`config.mk`:
```
export PLATFORM = sky130hd
export DESIGN_NAME = neander_x_operand_fetch_flat
export DESIGN_NICKNAME = d
export VERILOG_FILES = /design/src/rtl/neander_x_operand_fetch_if.sv /design/src/rtl/neander_x_operand_fetch.sv /design/src/flat_wrapper.sv
export SDC_FILE = /design/constraint.sdc
export NUM_CORES = 1
export LEC_CHECK = 0
export CORE_MARGIN = 2
export CORE_UTILIZATION = 51
export DETAILED_ROUTE_END_ITERATION = 12
export GPL_TIMING_DRIVEN = 1
export MAX_ROUTING_LAYER = met4
export PLACE_DENSITY = 0.87
export SYNTH_ARGS = -nofsm -noshare
export SYNTH_HDL_FRONTEND = slang
export SYNTH_SLANG_ARGS = --single-unit
```
`constraint.sdc`:
```
create_clock -name clk -period 4.3 [get_ports clk]
set_input_delay 0.43 -clock clk [delete_from_list [all_inputs] [get_ports clk]]
set_output_delay 0.43 -clock clk [all_outputs]
set_load 0.03 [all_outputs]
```
`src/rtl/neander_x_operand_fetch_if.sv`:
```
// Bus bundle for the NEANDER-X operand-fetch sequencer: command inputs,
// the req/ack memory read port and the operand valid/ready handoff.
//
// Handshakes:
//   memory : mem_req is held with a stable mem_addr until a cycle where
//            mem_ack=1. mem_rdata is taken in that same cycle. mem_ack
//            outside mem_req is meaningless and is ignored.
//   operand: op_valid is held with a stable op_data until a cycle where
//            op_valid=1 and op_ready=1. That edge transfers the byte.
//            op_ready may be high before op_valid rises.
interface neander_x_operand_fetch_if #(
    parameter int ADDR_W = 8
);
    logic              start;
    logic [1:0]        mode;
    logic [7:0]        arg;
    logic [7:0]        x_idx;
    logic              abort;
    logic              busy;
    logic              mem_req;
    logic [ADDR_W-1:0] mem_addr;
    logic              mem_ack;
    logic [7:0]        mem_rdata;
    logic              op_valid;
    logic [7:0]        op_data;
    logic              op_ready;
    logic [1:0]        fsm_state;

    // The sequencer itself
    modport slave (
        input  start, mode, arg, x_idx, abort, mem_ack, mem_rdata, op_ready,
        output busy, mem_req, mem_addr, op_valid, op_data, fsm_state
    );

    // Decode stage, memory and execute stage seen as one surrounding block
    modport master (
        output start, mode, arg, x_idx, abort, mem_ack, mem_rdata, op_ready,
        input  busy, mem_req, mem_addr, op_valid, op_data, fsm_state
    );
endinterface

```
`src/rtl/neander_x_operand_fetch.sv`:
```
// Operand-fetch sequencer feeding the ALU b input. It resolves immediate,
// direct, indirect and indexed operands through a req/ack memory port.
// It then offers the resulting byte on a valid/ready handoff.
// All outputs are registered. fsm_state mirrors the current state for debug.
module neander_x_operand_fetch #(
    parameter int ADDR_W = 8
) (
    input logic                     clk,
    input logic                     rst,
    neander_x_operand_fetch_if.slave bus
);

    typedef enum logic [1:0] {
        IDLE = 2'd0,
        RD1  = 2'd1,
        RD2  = 2'd2,
        HOLD = 2'd3
    } state_t;

    localparam logic [1:0] MODE_IMM = 2'b00;
    localparam logic [1:0] MODE_IND = 2'b10;
    localparam logic [1:0] MODE_IDX = 2'b11;

    state_t            state;
    logic [1:0]        mode_q;
    logic              busy_q;
    logic              mem_req_q;
    logic              op_valid_q;
    logic [ADDR_W-1:0] mem_addr_q;
    logic [7:0]        op_data_q;
    logic [7:0]        idx_sum;

    // Indexed address is an 8-bit sum, so the carry is dropped and it wraps
    assign idx_sum = bus.arg + bus.x_idx;

    function automatic logic [ADDR_W-1:0] to_addr(input logic [7:0] b);
        return ADDR_W'(b);
    endfunction

    // Sequencer: abort wins over everything; accept only in IDLE
    always_ff @(posedge clk or posedge rst) begin
        if (rst) begin
            state      <= IDLE;
            mode_q     <= MODE_IMM;
            busy_q     <= 1'b0;
            mem_req_q  <= 1'b0;
            op_valid_q <= 1'b0;
            mem_addr_q <= '0;
            op_data_q  <= 8'h00;
        end else if (bus.abort) begin
            state      <= IDLE;
            busy_q     <= 1'b0;
            mem_req_q  <= 1'b0;
            op_valid_q <= 1'b0;
        end else begin
            case (state)
                IDLE: begin
                    if (bus.start) begin
                        mode_q <= bus.mode;
                        busy_q <= 1'b1;
                        case (bus.mode)
                            MODE_IMM: begin
                                op_data_q  <= bus.arg;
                                op_valid_q <= 1'b1;
                                state      <= HOLD;
                            end
                            MODE_IDX: begin
                                mem_addr_q <= to_addr(idx_sum);
                                mem_req_q  <= 1'b1;
                                state      <= RD1;
                            end
                            default: begin
                                // DIR and IND both read at arg first
                                mem_addr_q <= to_addr(bus.arg);
                                mem_req_q  <= 1'b1;
                                state      <= RD1;
                            end
                        endcase
                    end
                end
                RD1: begin
                    if (bus.mem_ack) begin
                        if (mode_q == MODE_IND) begin
                            // Pointer fetched; keep mem_req high into RD2
                            mem_addr_q <= to_addr(bus.mem_rdata);
                            state      <= RD2;
                        end else begin
                            op_data_q  <= bus.mem_rdata;
                            mem_req_q  <= 1'b0;
                            op_valid_q <= 1'b1;
                            state      <= HOLD;
                        end
                    end
                end
                RD2: begin
                    if (bus.mem_ack) begin
                        op_data_q  <= bus.mem_rdata;
                        mem_req_q  <= 1'b0;
                        op_valid_q <= 1'b1;
                        state      <= HOLD;
                    end
                end
                HOLD: begin
                    if (bus.op_ready) begin
                        op_valid_q <= 1'b0;
                        busy_q     <= 1'b0;
                        state      <= IDLE;
                    end
                end
                default: begin
                    state <= IDLE;
                end
            endcase
        end
    end

    assign bus.busy      = busy_q;
    assign bus.mem_req   = mem_req_q;
    assign bus.mem_addr  = mem_addr_q;
    assign bus.op_valid  = op_valid_q;
    assign bus.op_data   = op_data_q;
    assign bus.fsm_state = state;

endmodule

```
`src/flat_wrapper.sv`:
```
// flat-port wrapper written by rule: the top's interface ports become plain ports
module neander_x_operand_fetch_flat 
#(
    parameter int ADDR_W = 8
)
  (clk, rst, bus_start, bus_mode, bus_arg, bus_x_idx, bus_abort, bus_mem_ack, bus_mem_rdata, bus_op_ready, bus_busy, bus_mem_req, bus_mem_addr, bus_op_valid, bus_op_data, bus_fsm_state);
  neander_x_operand_fetch_if #(.ADDR_W(ADDR_W)) bus_i ();
  input logic clk;
  input logic rst;
  input wire logic [$bits(bus_i.start)-1:0] bus_start;
  input wire logic [$bits(bus_i.mode)-1:0] bus_mode;
  input wire logic [$bits(bus_i.arg)-1:0] bus_arg;
  input wire logic [$bits(bus_i.x_idx)-1:0] bus_x_idx;
  input wire logic [$bits(bus_i.abort)-1:0] bus_abort;
  input wire logic [$bits(bus_i.mem_ack)-1:0] bus_mem_ack;
  input wire logic [$bits(bus_i.mem_rdata)-1:0] bus_mem_rdata;
  input wire logic [$bits(bus_i.op_ready)-1:0] bus_op_ready;
  output wire logic [$bits(bus_i.busy)-1:0] bus_busy;
  output wire logic [$bits(bus_i.mem_req)-1:0] bus_mem_req;
  output wire logic [$bits(bus_i.mem_addr)-1:0] bus_mem_addr;
  output wire logic [$bits(bus_i.op_valid)-1:0] bus_op_valid;
  output wire logic [$bits(bus_i.op_data)-1:0] bus_op_data;
  output wire logic [$bits(bus_i.fsm_state)-1:0] bus_fsm_state;
  assign bus_i.start = bus_start;
  assign bus_i.mode = bus_mode;
  assign bus_i.arg = bus_arg;
  assign bus_i.x_idx = bus_x_idx;
  assign bus_i.abort = bus_abort;
  assign bus_i.mem_ack = bus_mem_ack;
  assign bus_i.mem_rdata = bus_mem_rdata;
  assign bus_i.op_ready = bus_op_ready;
  assign bus_busy = bus_i.busy;
  assign bus_mem_req = bus_i.mem_req;
  assign bus_mem_addr = bus_i.mem_addr;
  assign bus_op_valid = bus_i.op_valid;
  assign bus_op_data = bus_i.op_data;
  assign bus_fsm_state = bus_i.fsm_state;
  neander_x_operand_fetch #(.ADDR_W(ADDR_W)) u_core (.clk(clk), .rst(rst), .bus(bus_i));
endmodule
```
==> flow_summary_export.csv <==
group,metric,value,unit
floorplanning,num_rows,21,
critical_path,regToRegSetupSlack,1.64,ns
sta,finalSetupViolCount,0,
layout,nFillCells,277,
synthesis,ys_seq_area_share,33.4,%
synthesis,synthTopCellsByArea,"dfrtp_1 33%, mux2_2 11%, ha_1 8.7%, a21oi_1 4.9%, o21ai_0 4.9%",
global_routing,grt_pass1_vias,1544,
floorplanning,die_w,62.1,µm
synthesis,netlist_area,1720,µm²
clocking,clkLatencyLatePin,0.32,ns
synthesis,synth_most_common_cell,"dfrtp_1",
critical_path,cp.arrival,2.86,ns
place,hpwl,3.07,mm
synthesis,synth_async_sr_flop_share,100,%
sta,rsz0062_at_grt,"no",
floorplanning,initial_utilization,52.5,%
sta,finalCritPeriodShare,61.9,%
clocking,postCtsSetupBuffers,0,
min_path,hp-class,"reg2reg",
clocking,holdBufCountCts,0,
global_routing,grt_use_total,23.8,%
sta,slew-limit-headroom,41.8,%
synthesis,synth.avg_cell_area,9.07,µm²
floorplanning,core,3280,µm²
floorplanning,pin_count,53,
synthesis,yosysWarnings,0,
detailed_routing,post_drt_wl_per_cell,14.4,µm
detailed_routing,dr.pass1.iters,4,
layout,syn_to_final_growth,32.9,%
layout,layout.nets,285,
clocking,cts.repair.resized,0,
sta,fmax,375,MHz
clocking,htreeDepth,1,
min_path,min_path_cells,2,
layout,num_antenna_cells,0,
sta,finalClockSkew,0.00838,ns
detailed_routing,viasPerCell,5.55,
clocking,clk_path_buf_depth,2,
layout,drive_gt1_share,10.5,%
critical_path,cp-end-kind,"flip-flop",
clocking,root_buffer,"clkbuf_4",
global_routing,grt_max_degree,24,
pwr,vdd_drop_max,0.000368,V
synthesis,synth_seq_cells,23,
sta,fin_tns_setup,0,ns
detailed_routing,drt-initial-drc-count,127,
synthesis,ys_types,39,
floorplanning,dieArea,3860,µm²
global_routing,antenna_found_initial,0,
place,gp_congestion,0.847,
detailed_routing,vias,1582,
detailed_routing,wl,4.12,mm
sta,slew_violations,0,
global_routing,grt_pass1_wl,7.28,mm
detailed_routing,ant_nets,0,
synthesis,synthCells,190,
global_routing,overflow,0,
synthesis,synth.largest_area_cell,"dfrtp_1",
critical_path,cp_max_fo,22,
synthesis,synth_edf_count,0,
clocking,cts_sinks,23,
critical_path,path_class,"reg2reg",
detailed_routing,drc_errors,0,
sta,fin_crit,2.66,ns
critical_path,reg2regPathDepth,7,
pwr,power.leakage,0.946,nW
critical_path,cp-start-kind,"flip-flop",
synthesis,syn_nets,235,
outcome,status,"completed",
synthesis,synth_top_area_share,33.4,%
clocking,path_clk_slew,0.14,ns
synthesis,synthTopCellsByCount,"23 x dfrtp_1, 19 x nand2_1, 17 x a21oi_1, 17 x mux2_2, 17 x o21ai_0",
clocking,tritoncts,"done",
floorplanning,die_h,62.1,µm
sta,worst-slew-pin-transition,0.873,ns
place,place.port_buffers,52,
sta,report.final.hold_viol_count,0,
synthesis,ys.flop_type,"dfrtp_1",
clocking,numCtsBuffers,3,
pwr,power_density,622,nW/µm²
sta,timing.hold.ws,0.511,ns
critical_path,required,4.50,ns
flow_run,timing.max_cap.violations,0,
cell usage in the layout (no fill, tap or decap), drive strengths merged, types with 4 or more instances in the layout:
cell type | Yosys | layout
clkdlybuf4s50 | 0 | 52
dfrtp | 23 | 23
nand2 | 19 | 19
mux2 | 18 | 18
a21oi | 17 | 17
o21ai | 17 | 17
inv | 12 | 12
ha | 12 | 12
nor2 | 11 | 11
nand2b | 9 | 9
nand3 | 5 | 5
o211ai | 5 | 5
nand3b | 4 | 4
a211oi | 4 | 4
clkbuf | 2 | 4
layout make-up:
type,count,area [µm²],share of cell area (%)
clock buffer,4,26.3,1.15
multi-input combinational,148,1060,46.5
sequential,23,576,25.1
inverter,12,45.0,1.97
tap,46,57.6,2.51
timing repair buffer,52,520,22.7
state kept, by name, summed over array words and instances (netlist names):
register and flops:
u_core.bus.mem_addr 8, u_core.bus.op_data 8, u_core.bus.fsm_state 2, u_core.mode_q 2, u_core.bus.busy 1, u_core.bus.mem_req 1
u_core.bus.op_valid 1
final timing paths:
kind	end	startpoint
max	u_core.bus.mem_addr[4]$_DFFE_PP0P_	u_core.bus.fsm_state[1]$_DFFE_PP0P_
min in group asynchronous	u_core.bus.mem_addr[0]$_DFFE_PP0P_	rst
min reg2reg	u_core.bus.mem_addr[5]$_DFFE_PP0P_	u_core.bus.mem_addr[5]$_DFFE_PP0P_
max in group asynchronous	u_core.bus.fsm_state[0]$_DFFE_PP0P_	rst
max reg2reg	u_core.bus.mem_addr[4]$_DFFE_PP0P_	u_core.bus.fsm_state[1]$_DFFE_PP0P_
min	u_core.bus.mem_addr[5]$_DFFE_PP0P_	u_core.bus.mem_addr[5]$_DFFE_PP0P_
logic make-up (layout without fill, tap and decap cells):
kind of cell	after synthesis	in the layout	synth area share (%)
DFF	23	23	33.4
AOI/OAI and AO/OA	55	55	20.7
muxes	21	21	13.7
xor gates and xnor gates	3	3	1.53
and+or+nand+nor	56	56	16.0
buffers and inverters	19	68	4.79
adders and majority gates	13	13	9.88
stage by stage:
stage	worst slack (ns)	power [mW]	std cells	utilization, %	instance area [µm²]
2_1_floorplan	2.19	1.01	190	-	1720
3_3_place_gp	1.71	1.30	281	68.9	2260
3_5_place_dp	1.65	1.32	281	68.9	2260
4_1_cts	1.63	1.42	285	69.7	2290
5_1_grt	1.41	1.53	285	69.7	2290
6_report	1.64	1.42	285	69.7	2290
critical path: stages (launching register included):
cell and delay [ns]:
dfrtp_1 0.47, inv_1 0.13, ha_1 0.70, nand2b_1 0.16
a221o_1 0.59, mux2_4 0.39, o41ai_2 0.06, a31oi_2 0.06
metal layers:
layer / vias up / track usage, % / wire length [µm] / part of all wire (%)
li1: 781 / - / - / -
met1: 753 / 32.5 / 1930 / 47
met2: 44 / 39.1 / 1950 / 47
met3: 4 / 2.17 / 196 / 4.8
met4: 0 / 5.28 / 38 / 0.92
met5: - / - / 0 / 0
where the power goes:
part           switching, mW  internal, mW
registers             0.0655         0.318
logic                  0.505         0.427
clock network         0.0723        0.0363
Note: power is estimated with default switching activity, not from simulation.
